<file path="config.mk">
export PLATFORM = sky130hd
export DESIGN_NAME = ahb_cfg_write_master
export DESIGN_NICKNAME = d
export VERILOG_FILES = /design/src/rtl/ahb_pkg.sv /design/src/rtl/ahb_wait_timer.sv /design/src/rtl/ahb_cfg_write_master.sv
export SDC_FILE = /design/constraint.sdc
export NUM_CORES = 1
export LEC_CHECK = 0
export ABC_AREA = 1
export CAP_MARGIN = 20
export CORE_ASPECT_RATIO = 2
export CORE_MARGIN = 4
export CORE_UTILIZATION = 30
export DETAILED_ROUTE_END_ITERATION = 6
export SETUP_SLACK_MARGIN = 0.3
export SLEW_MARGIN = 20
export SYNTH_ARGS = -nofsm -noshare
export SYNTH_HDL_FRONTEND = slang
export SYNTH_HIERARCHICAL = 1
export SYNTH_SLANG_ARGS = --single-unit
</file>
<file path="constraint.sdc">
create_clock -name hclk -period 1.5 [get_ports hclk]
set_input_delay 0.15 -clock hclk [delete_from_list [all_inputs] [get_ports hclk]]
set_output_delay 0.15 -clock hclk [all_outputs]
set_load 0.02 [all_outputs]
</file>
<file path="src/rtl/ahb_pkg.sv">
// Shared AHB-Lite encodings and the cfg-write master state type.
package ahb_pkg;

  localparam logic [1:0] HTRANS_IDLE   = 2'b00;
  localparam logic [1:0] HTRANS_NONSEQ = 2'b10;
  localparam logic [2:0] HSIZE_BYTE    = 3'b000;

  localparam logic [1:0] SEL_PAYLOAD0 = 2'd0;
  localparam logic [1:0] SEL_PAYLOAD1 = 2'd1;
  localparam logic [1:0] SEL_SIZE     = 2'd2;

  typedef enum logic [1:0] {
    ST_IDLE = 2'd0,
    ST_BUSY = 2'd1,
    ST_DONE = 2'd2
  } state_e;

  // Byte carried by a given write_select beat; size is zero-extended.
  function automatic logic [7:0] beat_byte(input logic [1:0] sel,
                                           input logic [7:0] p0,
                                           input logic [7:0] p1,
                                           input logic [4:0] size);
    case (sel)
      SEL_PAYLOAD0: return p0;
      SEL_PAYLOAD1: return p1;
      default:      return {3'b000, size};
    endcase
  endfunction

endpackage

</file>
<file path="src/rtl/ahb_wait_timer.sv">
// Wait-state counter for an AHB data phase; flags the cycle whose increment
// would reach WAIT_TIMEOUT.
module ahb_wait_timer #(
  parameter int unsigned WAIT_TIMEOUT = 16,
  parameter int unsigned CNT_W        = 5
) (
  input  logic i_clk,
  input  logic i_rst,
  input  logic i_inc,
  input  logic i_clr,
  output logic o_timeout
);

  localparam logic [CNT_W-1:0] LAST = CNT_W'(WAIT_TIMEOUT - 1);

  logic [CNT_W-1:0] r_count;

  always_ff @(posedge i_clk or posedge i_rst) begin
    if (i_rst) begin
      r_count <= '0;
    end else if (i_clr) begin
      r_count <= '0;
    end else if (i_inc) begin
      r_count <= r_count + CNT_W'(1);
    end
  end

  assign o_timeout = i_inc && (r_count == LAST);

endmodule

</file>
<file path="src/rtl/ahb_cfg_write_master.sv">
// AHB-Lite initiator: writes payload0, payload1 and size as three pipelined
// NONSEQ byte beats, with error and wait-timeout abort.
module ahb_cfg_write_master
  import ahb_pkg::*;
#(
  parameter int unsigned WAIT_TIMEOUT = 16,
  parameter int unsigned CNT_W        = 5
) (
  input  logic       hclk,
  input  logic       hreset,
  input  logic       req_valid,
  output logic       req_ready,
  input  logic [7:0] req_payload_0,
  input  logic [7:0] req_payload_1,
  input  logic [4:0] req_size,
  output logic       hsel_x,
  output logic       hwrite,
  output logic [1:0] htrans,
  output logic [2:0] hsize,
  output logic [1:0] write_select,
  output logic [7:0] hwdata,
  input  logic       hready,
  input  logic       hresp,
  output logic       done,
  output logic       done_err
);

  state_e     r_state, w_state_nxt;
  logic [7:0] r_p0, r_p1;
  logic [4:0] r_size;
  logic       r_addr_valid, w_addr_valid_nxt;
  logic [1:0] r_addr_idx, w_addr_idx_nxt;
  logic       r_data_valid, w_data_valid_nxt;
  logic [1:0] r_data_idx, w_data_idx_nxt;
  logic       r_err, w_err_nxt;
  logic       w_latch;
  logic       w_wait_inc, w_wait_clr, w_timeout;

  assign w_wait_inc = (r_state == ST_BUSY) && r_data_valid && !hready;
  assign w_wait_clr = !w_wait_inc;

  ahb_wait_timer #(
    .WAIT_TIMEOUT(WAIT_TIMEOUT),
    .CNT_W       (CNT_W)
  ) u_wait_timer (
    .i_clk    (hclk),
    .i_rst    (hreset),
    .i_inc    (w_wait_inc),
    .i_clr    (w_wait_clr),
    .o_timeout(w_timeout)
  );

  always_comb begin
    w_state_nxt      = r_state;
    w_addr_valid_nxt = r_addr_valid;
    w_addr_idx_nxt   = r_addr_idx;
    w_data_valid_nxt = r_data_valid;
    w_data_idx_nxt   = r_data_idx;
    w_err_nxt        = r_err;
    w_latch          = 1'b0;
    case (r_state)
      ST_IDLE: begin
        if (req_valid) begin
          w_latch          = 1'b1;
          w_state_nxt      = ST_BUSY;
          w_addr_valid_nxt = 1'b1;
          w_addr_idx_nxt   = SEL_PAYLOAD0;
          w_data_valid_nxt = 1'b0;
          w_err_nxt        = 1'b0;
        end
      end
      ST_BUSY: begin
        if (w_timeout) begin
          w_state_nxt      = ST_DONE;
          w_err_nxt        = 1'b1;
          w_addr_valid_nxt = 1'b0;
          w_data_valid_nxt = 1'b0;
        end else if (hready) begin
          if (r_data_valid && (r_err || hresp)) begin
            w_state_nxt      = ST_DONE;
            w_err_nxt        = 1'b1;
            w_addr_valid_nxt = 1'b0;
            w_data_valid_nxt = 1'b0;
          end else if (!r_addr_valid) begin
            w_state_nxt      = ST_DONE;
            w_data_valid_nxt = 1'b0;
          end else begin
            // Address phase k retires into data phase k; issue k+1 if any.
            w_data_valid_nxt = 1'b1;
            w_data_idx_nxt   = r_addr_idx;
            if (r_addr_idx == SEL_SIZE) begin
              w_addr_valid_nxt = 1'b0;
            end else begin
              w_addr_idx_nxt = r_addr_idx + 2'd1;
            end
          end
        end else if (r_data_valid && hresp) begin
          // First error cycle: drop the pending beat, finish on hready.
          w_err_nxt        = 1'b1;
          w_addr_valid_nxt = 1'b0;
        end
      end
      ST_DONE: w_state_nxt = ST_IDLE;
      default: w_state_nxt = ST_IDLE;
    endcase
  end

  always_ff @(posedge hclk or posedge hreset) begin
    if (hreset) begin
      r_state <= ST_IDLE;
    end else begin
      r_state <= w_state_nxt;
    end
  end

  always_ff @(posedge hclk or posedge hreset) begin
    if (hreset) begin
      r_p0         <= '0;
      r_p1         <= '0;
      r_size       <= '0;
      r_addr_valid <= 1'b0;
      r_addr_idx   <= '0;
      r_data_valid <= 1'b0;
      r_data_idx   <= '0;
      r_err        <= 1'b0;
    end else begin
      r_addr_valid <= w_addr_valid_nxt;
      r_addr_idx   <= w_addr_idx_nxt;
      r_data_valid <= w_data_valid_nxt;
      r_data_idx   <= w_data_idx_nxt;
      r_err        <= w_err_nxt;
      if (w_latch) begin
        r_p0   <= req_payload_0;
        r_p1   <= req_payload_1;
        r_size <= req_size;
      end
    end
  end

  assign req_ready    = (r_state == ST_IDLE);
  assign hsel_x       = r_addr_valid || r_data_valid;
  assign hwrite       = r_addr_valid;
  assign htrans       = r_addr_valid ? HTRANS_NONSEQ : HTRANS_IDLE;
  assign hsize        = HSIZE_BYTE;
  assign write_select = r_addr_valid ? r_addr_idx : SEL_PAYLOAD0;
  assign hwdata       = r_data_valid ? beat_byte(r_data_idx, r_p0, r_p1, r_size) : '0;
  assign done         = (r_state == ST_DONE);
  assign done_err     = (r_state == ST_DONE) && r_err;

endmodule

</file>
==> results.toml <==
[status]
status = "finished with violations"
violations = "negative setup slack"

[synth]
ys_warn_count = 6
synth_top_flop_cell = "dfrtp_1"
syn-cell-area_um2 = 1890
syn_inst = 202
syn-mean-instance-area_um2 = 9.37
ys_ff_latch = 35
ys_seq_area_share_pct = 46.3
async_reset_ff_share_pct = 100
synth_edf_count = 0
synth.distinct_cells = 26

[place]
dp_hpwl_mm = 3.42
dp.cells = 337
place.port_buffers = 41
gp_congestion = 0.779

[sta]
finalCritPeriodShare_pct = 105
rsz0062_at_grt = "yes"
fin_crit_ns = 1.57
hold_viol = 0
fmax_mhz = 636
slew_viol_final = 0
setup_ws_ns = -0.0712
whs_ns = 0.111
fin_skew_ns = 0.00404
finalSetupViolations = 8

[route]
first_pass_iters = 4
drc = 0
drt-total-wl_mm = 4.99
ant_nets = 0
drt-initial-drc-count = 51
num_vias = 1666
viasPerCell = 4.54
post_drt_wl_per_cell_um = 13.6

[die]
io_pins = 46
coreArea_um2 = 6060
die-area_um2 = 7720
die_h_um = 120
row_count = 40
initial_core_util_pct = 31.2
die_w_um = 64.2

[clock_tree]
htree_levels = 2
numCtsBuffers = 5
cts_buffer_depth = 2
root_buffer = "clkbuf_16"
clock_sinks = 35
clkTransAtPathRegs_ns = 0.05
clock_latency_ns = 0.27
cts_tree = "done"

[grt]
grtUsageMet3_pct = 3.35
grt_pass1_vias = 1792
grt_pass1_wl_mm = 8.07
top_usage_layer = "met2"
antenna_found_initial = 0
overflow = 0
use_met1_pct = 11.7
grt_util_met2_pct = 27.3
grt_start_max_net_pins = 31
grtUsageTotal_pct = 13.6

[final_layout]
drive_gt1_share_pct = 54.1
syn_to_final_growth_pct = 68.5
instances_no_fill = 367
fillers = 533
fin_nets = 311
antenna_cells = 0

[job]
maxCapViolations = 0

[critical_path]
path_common_cell = "nor2_4"
start_kind = "flop"
path_cells = "ha_2 > nand2_2 > nor2_4 > ha_4 > nand2_4 > inv_4 > nor2_4 > nand4_1 > nand2_1 > o21ai_1"
crit_arrival_ns = 1.73
criticalPathCategory = "reg2reg"
r2r_cells = 10
timing.critical_path.to = "r_data_idx[0]"
cp-end-kind = "flop"
cp.depth = 10
required_ns = 1.66
cp_slowest_stage_delay_ns = 0.38
worstSetupStartpoint = "u_wait_timer/r_count[1]"
r2r_slack_ns = -0.07
reg2reg_to = "r_data_idx[0]"
critPathTopFamily = "simple AND/OR/NAND/NOR gates"
crit_buf_inv = 1
cp_slowest_cell = "dfrtp_1"
timing.rr.start = "u_wait_timer/r_count[1]"
crit_fanout = 4

[min_path]
hold_path_class = "in2async"

[power_and_ir_drop]
finalPower_w = 0.00628
leakage_nw = 1.61
power.density_nw_per_um2 = 1970
vdd_ir_drop_max_uv = 911
## state kept, by name, indices dropped and copies added (netlist names)
| signal | count |
|---|---|
| hwrite | 1 |
| r_addr_idx | 2 |
| r_data_idx | 2 |
| r_data_valid | 1 |
| r_err | 1 |
| r_p0 | 8 |
| r_p1 | 8 |
| r_size | 5 |
| r_state | 2 |
| u_wait_timer/r_count | 5 |
## cells in the mapped netlist (3+ instances only)
library cell / instances / share of area, %
buf_4: 5 / 2.0
ha_1: 3 / 2.0
a21oi_1: 5 / 1.3
mux2_4: 19 / 15
nand2_1: 56 / 11
dfrtp_1: 35 / 46
o21ai_1: 3 / 0.79
nor2_1: 10 / 2.0
nand3_1: 16 / 4.2
inv_1: 24 / 4.8
o21ai_0: 5 / 1.3
## placed cells by master, fill, tap and decap left out, types with 2 or more instances in the layout
cell type         n
buf_6            29
inv_1            14
mux2_4           21
nand2_4           8
clkinv_2          2
a21oi_2           5
buf_4            18
clkbuf_16         5
buf_12            4
clkbuf_1          2
nand3_1           9
dfrtp_2           2
o21ai_0           2
nand2_2          23
nand4_1           2
nand3_2           8
nor2_1            4
clkdlybuf4s50_1  25
nor2_4            8
buf_16            2
dfrtp_1          33
conb_1            4
nand2_1          27
inv_4             3
inv_2             7
o21ai_1           5
## per-layer routing
layer | vias to the layer above | wire (um)
met5 | - | 0
met4 | 0 | 163
met3 | 12 | 216
met2 | 42 | 2990
met1 | 817 | 1620
li1 | 795 | -
## power by group
group / internal [W] / switching [W] / total (W)
Sequential: 0.00136 / 0.000359 / 0.00172
Clock: 0.000613 / 0.000361 / 0.000974
Combinational: 0.00197 / 0.00162 / 0.00359
## logic make-up (layout without fill, tap and decap cells)
family          Yosys count  count (layout)  synth area share (%)
compound gates           15              15                  4.30
fa+ha+maj                 3               3                  1.98
buf+inv                  34             112                  8.73
flops                    35              35                  46.3
mux                      21              21                  16.3
other cells               1               4                 0.198
simple gates             93              93                  22.2
## worst min path at each step
stage,slack [ns],depth (start not counted),end
floorplan,-0.07,1,u_wait_timer/r_count[0]
global placement,0.40,2,u_wait_timer/r_count[2]
detailed placement,0.41,2,u_wait_timer/r_count[2]
CTS,0.12,2,u_wait_timer/r_count[2]
global route,0.14,2,u_wait_timer/r_count[2]
finish,0.11,2,u_wait_timer/r_count[2]
## repair_timing
item                       in CTS  in global routing
pin swaps                      21                 16
buffers inserted               12                  8
gates resized for setup       136                 45
cloned                          2                  0
setup endpoints to repair      51                 48
hold buffers                    0                  0
## through the flow
stage / setup WS [ns] / area (um^2) / utilization [%] / setup TNS [ns]
global route: -0.178 / 3190 / 52.6 / -1.41
global placement: -0.155 / 2530 / 41.7 / -1.13
detailed placement: -0.165 / 2530 / 41.7 / -1.44
finish: -0.0712 / 3190 / 52.6 / -0.241
CTS: -0.0353 / 2980 / 49.1 / -0.142
floorplan: 0.0715 / 1940 / - / 0
## cell type report
class / count / area (um^2) / share of cell area (%)
tap: 84 / 105 / 3.30
clock buffer: 7 / 133 / 4.16
timing repair buffer: 79 / 852 / 26.7
multi-input combinational: 136 / 1110 / 34.9
inverter: 25 / 103 / 3.22
sequential: 35 / 878 / 27.6
clock inverter: 1 / 5.00 / 0.157
(Power assumes the default switching activity.)
